File: config.mk
export PLATFORM = sky130hd
export DESIGN_NAME = countdown_timer
export DESIGN_NICKNAME = d
export VERILOG_FILES = /design/src/rtl/countdown_timer.sv
export SDC_FILE = /design/constraint.sdc
export NUM_CORES = 1
export LEC_CHECK = 0
export CAP_MARGIN = 5
export CORE_MARGIN = 5
export CORE_UTILIZATION = 35
export CTS_CLUSTER_SIZE = 24
export DETAILED_ROUTE_END_ITERATION = 7
export GPL_ROUTABILITY_DRIVEN = 1
export SLEW_MARGIN = 20
export SYNTH_ARGS = -nofsm -noshare
export SYNTH_HDL_FRONTEND = slang
export SYNTH_SLANG_ARGS = --single-unit
File: constraint.sdc
create_clock -name clk -period 2.9 [get_ports clk]
set_input_delay 0.29 -clock clk [delete_from_list [all_inputs] [get_ports clk]]
set_output_delay 0.29 -clock clk [all_outputs]
set_load 0.005 [all_outputs]
File: src/rtl/countdown_timer.sv
// Seconds countdown for the 7-segment stage: loads on start, steps once per TICK_DIV cycles,
// supports pause/cancel, and pulses timeout for one cycle on natural expiry.
module countdown_timer #(
  parameter  int TICK_DIV    = 100000000,
  parameter  int DEFAULT_SEC = 10,
  parameter  int MAX_SEC     = 31,
  localparam int TW          = $clog2(TICK_DIV)
) (
  input  logic          clk,
  input  logic          rst_n,
  input  logic          start,
  input  logic          cancel,
  input  logic          pause,
  input  logic [4:0]    cfg_sec,
  output logic [4:0]    countdown_val,
  output logic          countdown_active,
  output logic          timeout,
  output logic [TW-1:0] tick_cnt
);

  typedef enum logic [1:0] {IDLE, RUN, PAUSED} state_t;

  localparam logic [4:0]    DEF_V    = 5'(DEFAULT_SEC);
  localparam logic [4:0]    MAX_V    = 5'(MAX_SEC);
  localparam logic [TW-1:0] TICK_TOP = TW'(TICK_DIV - 1);

  state_t        state_q, state_d;
  logic [4:0]    val_q, val_d;
  logic [TW-1:0] tick_q, tick_d;
  logic          active_q, active_d;
  logic          timeout_q, timeout_d;
  logic [4:0]    load_val;

  always_comb begin
    if (cfg_sec == 5'd0)     load_val = DEF_V;
    else if (cfg_sec > MAX_V) load_val = MAX_V;
    else                      load_val = cfg_sec;
  end

  always_comb begin
    state_d   = state_q;
    val_d     = val_q;
    tick_d    = tick_q;
    timeout_d = 1'b0;
    if (cancel) begin
      state_d = IDLE;
      val_d   = 5'd0;
      tick_d  = '0;
    end else if (start) begin
      // A restart discards any tick due this cycle, so no timeout can escape.
      state_d = pause ? PAUSED : RUN;
      val_d   = load_val;
      tick_d  = '0;
    end else if (state_q != IDLE) begin
      if (pause) begin
        state_d = PAUSED;
      end else begin
        // A PAUSED cycle with pause released already counts, so a pause of N
        // cycles delays expiry by exactly N cycles.
        state_d = RUN;
        if (tick_q == TICK_TOP) begin
          tick_d = '0;
          if (val_q > 5'd1) begin
            val_d = val_q - 5'd1;
          end else begin
            val_d     = 5'd0;
            state_d   = IDLE;
            timeout_d = 1'b1;
          end
        end else begin
          tick_d = tick_q + TW'(1);
        end
      end
    end
    active_d = (state_d != IDLE);
  end

  always_ff @(posedge clk or negedge rst_n) begin
    if (!rst_n) begin
      state_q   <= IDLE;
      val_q     <= 5'd0;
      tick_q    <= '0;
      active_q  <= 1'b0;
      timeout_q <= 1'b0;
    end else begin
      state_q   <= state_d;
      val_q     <= val_d;
      tick_q    <= tick_d;
      active_q  <= active_d;
      timeout_q <= timeout_d;
    end
  end

  assign countdown_val    = val_q;
  assign countdown_active = active_q;
  assign timeout          = timeout_q;
  assign tick_cnt         = tick_q;

endmodule

==> After elaboration in Yosys (flattened, before gate mapping) <==
Cells that the tools add are included.
{ "totals": {"regBits": 36, "input_bits": 10, "out_inout_bits": 34} }
{ "classes": {"add_sub_neg": 2, "n_lt_le_gt_ge": 2, "n_eq_ne": 2, "n_mux": 26, "reduce_logical": 7} }
{ "ops": {"columns": ["operator", "count"], "rows": [
  ["27-bit two-way mux", 5],
  ["5-bit two-way mux", 8],
  ["27-bit by 1-bit adder with 27-bit output (second input constant)", 1],
  ["27-bit equality test (second input constant)", 1],
  ["2-bit two-way mux", 5],
  ["1-bit two-way mux", 8],
  ["3-bit nonzero test", 2],
  ["5-bit by 1-bit > comparator with 1-bit output (second input constant)", 1],
  ["5-bit > comparator (second input constant)", 1],
  ["5-bit zero test", 1],
  ["5-bit by 1-bit subtractor with 5-bit output (second input constant)", 1],
  ["2-bit nonzero test", 2],
  ["3-bit inequality test (second input constant)", 1],
  ["3-bit AND reduction", 1],
  ["2-bit AND reduction", 1]
]} }

==> Longest topological paths before layout <==
{ "logic_depth": {"word_depth": 8, "ltp_mapped": 7, "ltp_nobuf": 7} }

==> Least setup slack after synthesis <==
Ideal clock, no wire load.
{ "synth_timing": {"kind": "flip-flop to flip-flop", "start": "register tick_q[8], in the netlist tick_cnt[8]", "end": "register val_q[2], in the netlist countdown_val[2]", "setup_ps": 99, "arrival_ps": 1978, "t_required_ps": 2801, "path_slack_ps": 822, "stages_incl_launch_ff": 6, "n_path_buf": 0, "synth_period_minus_slack_ps": 2078, "path_cell_list": "dfrtp_1 > or4_4 > nor4_4 > nand4_2 > or4_1 > a311oi_1"} }
{ "synth_between": {"elab_chain_cells": 3} }
{ "synth_rtl": {"columns": ["element", "line", "text"], "rows": [
  ["start, declared", "29", "logic [TW-1:0] tick_q, tick_d;"],
  ["start signal, assigned", "88", "tick_q <= tick_d;"],
  ["27-bit equality test", "61", "if (tick_q == TICK_TOP) begin"],
  ["3-bit nonzero test (no line)", null, null],
  ["3-bit AND reduction (no line)", null, null],
  ["end signal, assigned", "87", "val_q <= val_d;"],
  ["end, declared", "28", "logic [4:0] val_q, val_d;"]
]} }
No other way between the ends.
A chain may end at the register's enable or synchronous reset.

==> Worst setup path in the final report <==
Same ends and word-level chain as after synthesis.

==> impl_metrics.csv <==
group,metric,value,unit
setup_path,critical-path-max-stage-delay,580,ps
synth,ys_seq_area_share,44.5,%
synth,yosysWarnings,0,
power,power.leakage,0.992,nW
sta,fin_crit_sh,78.7,%
cells_and_area,post-route-cell-area,0.00264,mm2
sta,slew_headroom,45.3,%
floorplanning,placementRows,27,
power,seqPwrFrac,52.0,%
synth,ys_types,47,
detailed_routing,dr.pass1.iters,4,
floorplanning,die_h,86.0,um
place,gp_congestion,0.835,
power,power.total,0.00101,W
sta,whs,92.1,ps
setup_path,reg2reg_setup_slack,620,ps
outcome,status,"finished, final reports clean",
cells_and_area,fin_cells,342,
setup_path,crit_family,"simple AND/OR/NAND/NOR gates",
setup_path,worstPathArrival,2470,ps
setup_path,crit_required,3090,ps
cells_and_area,drive_above_1_share,8.52,%
min_path,hold_class,"in2async",
synth,ys.flop_type,"dfrtp_1",
setup_path,r2r_cells,5,
global_route,grt_pass1_vias,1815,
synth,synth_commonest_cells,"dfrtp_1, nor2_1, nand2_1, xnor2_1, nand3_1",
floorplanning,core,0.00557,mm2
power,comb_power_share,10.7,%
power,p_clk_share,37.3,%
floorplanning,dieWidth,86.0,um
detailed_routing,vias_per_cell,5.33,
synth,synth_top_area_share,44.5,%
cells_and_area,nets,282,
synth,synth.most_common_cell,"dfrtp_1",
floorplanning,die_area,0.00740,mm2
global_route,antenna_found_initial,0,
floorplanning,initial_core_util,36.3,%
cells_and_area,regArea,901,um2
cts,path_clk_slew,80,ps
detailed_routing,routedWlPerCell,15.6,um
setup_path,crit_slowest_cell,"or4_4",
setup_path,timing.rr.start,"tick_cnt[8]$_DFFE_PN0P_",
cells_and_area,area_growth,30.4,%
synth,postSynthCellCount,220,
cts,cts-resized-gates,0,
place,dp_cells,334,
job,maxCapViolCount,0,
place,io_buffer_count,43,
sta,fin_worst_skew,4.07,ps
power,p_per_area,383,mW/mm2
place,place_hpwl,3950,um
cts,post_cts_buffers,0,
detailed_routing,drt-total-wl,5350,um
global_route,overflow,0,
detailed_routing,dr_total_vias,1824,
global_route,gr-usage-all-layers,15.4,%
floorplanning,ios,44,
sta,hold_viol_final,0,
detailed_routing,drc,0,
synth,synthTopCellsByArea,"dfrtp_1, xnor2_1, nor2_1, nand2_1, nand3_1",
power,internal_power,0.000753,W
setup_path,crit_fanout,7,
power,power_switching,0.000258,W
cts,cts_made_buffers,5,
sta,setup_viol,0,
synth,netlist_area,0.00202,mm2
cts,cts_hold_buf,0,
setup_path,start_kind,"flop",
sta,fmax,438,MHz
cts,root_buffer,"clkbuf_8",
global_route,grt_pass1_wl,9010,um
cells_and_area,multi_input_area,0.00107,mm2
cts,htree_levels,2,
setup_path,end_kind,"flop",
cells_and_area,diodes,0,
sta,tns,0,ps
synth,synth-async-reset-ratio,100,%
cts,cts_tree,"built",
cts,insertion_delay,290,ps
synth,yosysTopAreaCell,"dfrtp_1",
setup_path,timing.rr.end,"countdown_val[2]$_DFFE_PN0P_",
sta,rsz0062_at_grt,"no",
power,swShare,25.5,%
detailed_routing,drt_iter0_drc,87,
cts,ctsLongestPathBuffers,2,
cts,clock-sinks,36,
power,ir_worst_vdd,0.222,mV
sta,slew_viol_final,0,
setup_path,worstSetupPathType,"reg2reg",
sta,tightest_slew,820,ps
synth,ys_seq_elements,36,
place,dpl-instance-area,0.00254,mm2
synth,synth_edf_count,0,
global_route,grt_max_degree,37,
setup_path,crit_chain,"or4_4, nor4_4, nand4_2, or4_1, a311oi_1",
detailed_routing,ant_nets,0,
sta,fin_crit,2280,ps
synth,syn-num-nets,233,
setup_path,path_buf_inv,0,
synth,postSynthAreaPerCell,9.20,um2
cells_and_area,fillCellCount,555,
==> per-layer routing <==
layer / wire length (um) / GRT usage [%] / up-vias
met5: 0 / 0 / -
met4: 65 / 4.89 / 0
met3: 250 / 3.46 / 7
met2: 2350 / 23.2 / 39
met1: 2680 / 21.9 / 867
li1: - / - / 911
==> sequential cells by signal, summed over array words and instances (netlist names) <==
name              flops
tick_cnt             27
countdown_val         5
timeout               1
state_q               2
countdown_active      1
==> stage by stage <==
stage          worst slack (ps)  util (%)
4_1_cts                     602      47.3
5_1_grt                     400      47.3
3_3_place_gp                617      45.7
3_5_place_dp                591      45.7
2_1_floorplan               822         -
6_report                    619      47.3
==> power groups by stage <==
stage	registers [W]	clock network, W	logic, W
final	0.000526	0.000377	0.000108
after global routing	0.000528	0.000409	0.000122
after CTS	0.000525	0.000385	0.000110
after detailed placement	0.000535	0	0.000109
after global placement	0.000535	0	0.000109
after floorplan	0.000533	0	0.0000531
==> worst register-to-register path, stage by stage (launching register included) <==
cell and delay [ps]:
dfrtp_1 450, or4_4 580, nor4_4 210, nand4_2 210, or4_1 440, a311oi_1 280
==> final cells by class <==
| cell class | instances | area share (%) |
|---|---|---|
| Tap cell | 72 | 3.42 |
| Sequential cell | 36 | 34.2 |
| Multi-Input combinational cell | 171 | 40.7 |
| Clock buffer | 6 | 3.13 |
| Timing Repair Buffer | 46 | 17.0 |
| Inverter | 9 | 1.28 |
| Clock inverter | 2 | 0.380 |
==> cell families after synthesis <==
logic type                 after synthesis  share of synthesized area (%)
and+or+nand+nor                        105                           27.6
adders and majority gates                3                           1.86
AOI/OAI and AO/OA                       41                           13.6
DFF                                     36                           44.5
xor gates and xnor gates                19                           8.23
muxes                                    3                           1.67
buffers and inverters                   13                           2.47
==> cell usage in the layout (no fill, tap or decap), types with 3 or more instances in the layout <==
| cell type | instances |
|---|---|
| nor3_1 | 8 |
| a21oi_1 | 9 |
| clkdlybuf4s50_1 | 42 |
| nand3_1 | 10 |
| buf_4 | 3 |
| nand4_1 | 6 |
| clkbuf_8 | 6 |
| a31oi_1 | 6 |
| nand2_1 | 20 |
| and3_1 | 4 |
| nor4_1 | 7 |
| ha_1 | 3 |
| o21ai_0 | 7 |
| or4_1 | 3 |
| dfrtp_1 | 36 |
| xnor2_1 | 14 |
| xor2_1 | 5 |
| nor2_1 | 31 |
| inv_1 | 9 |
| mux2_2 | 3 |
==> how the worst max path moves through the flow <==
| stage | from | cells past startpoint | to |
|---|---|---|---|
| global placement | cancel | 6 | tick_cnt[5]$_DFFE_PN0P_ |
| global route | tick_cnt[1]$_DFFE_PN0P_ | 6 | countdown_val[2]$_DFFE_PN0P_ |
| detailed placement | tick_cnt[8]$_DFFE_PN0P_ | 5 | countdown_val[2]$_DFFE_PN0P_ |
| CTS | tick_cnt[8]$_DFFE_PN0P_ | 5 | countdown_val[2]$_DFFE_PN0P_ |
| floorplan | tick_cnt[8]$_DFFE_PN0P_ | 5 | countdown_val[2]$_DFFE_PN0P_ |
| finish | tick_cnt[8]$_DFFE_PN0P_ | 5 | countdown_val[2]$_DFFE_PN0P_ |
No activity file was read; power rests on OpenSTA's default activity.
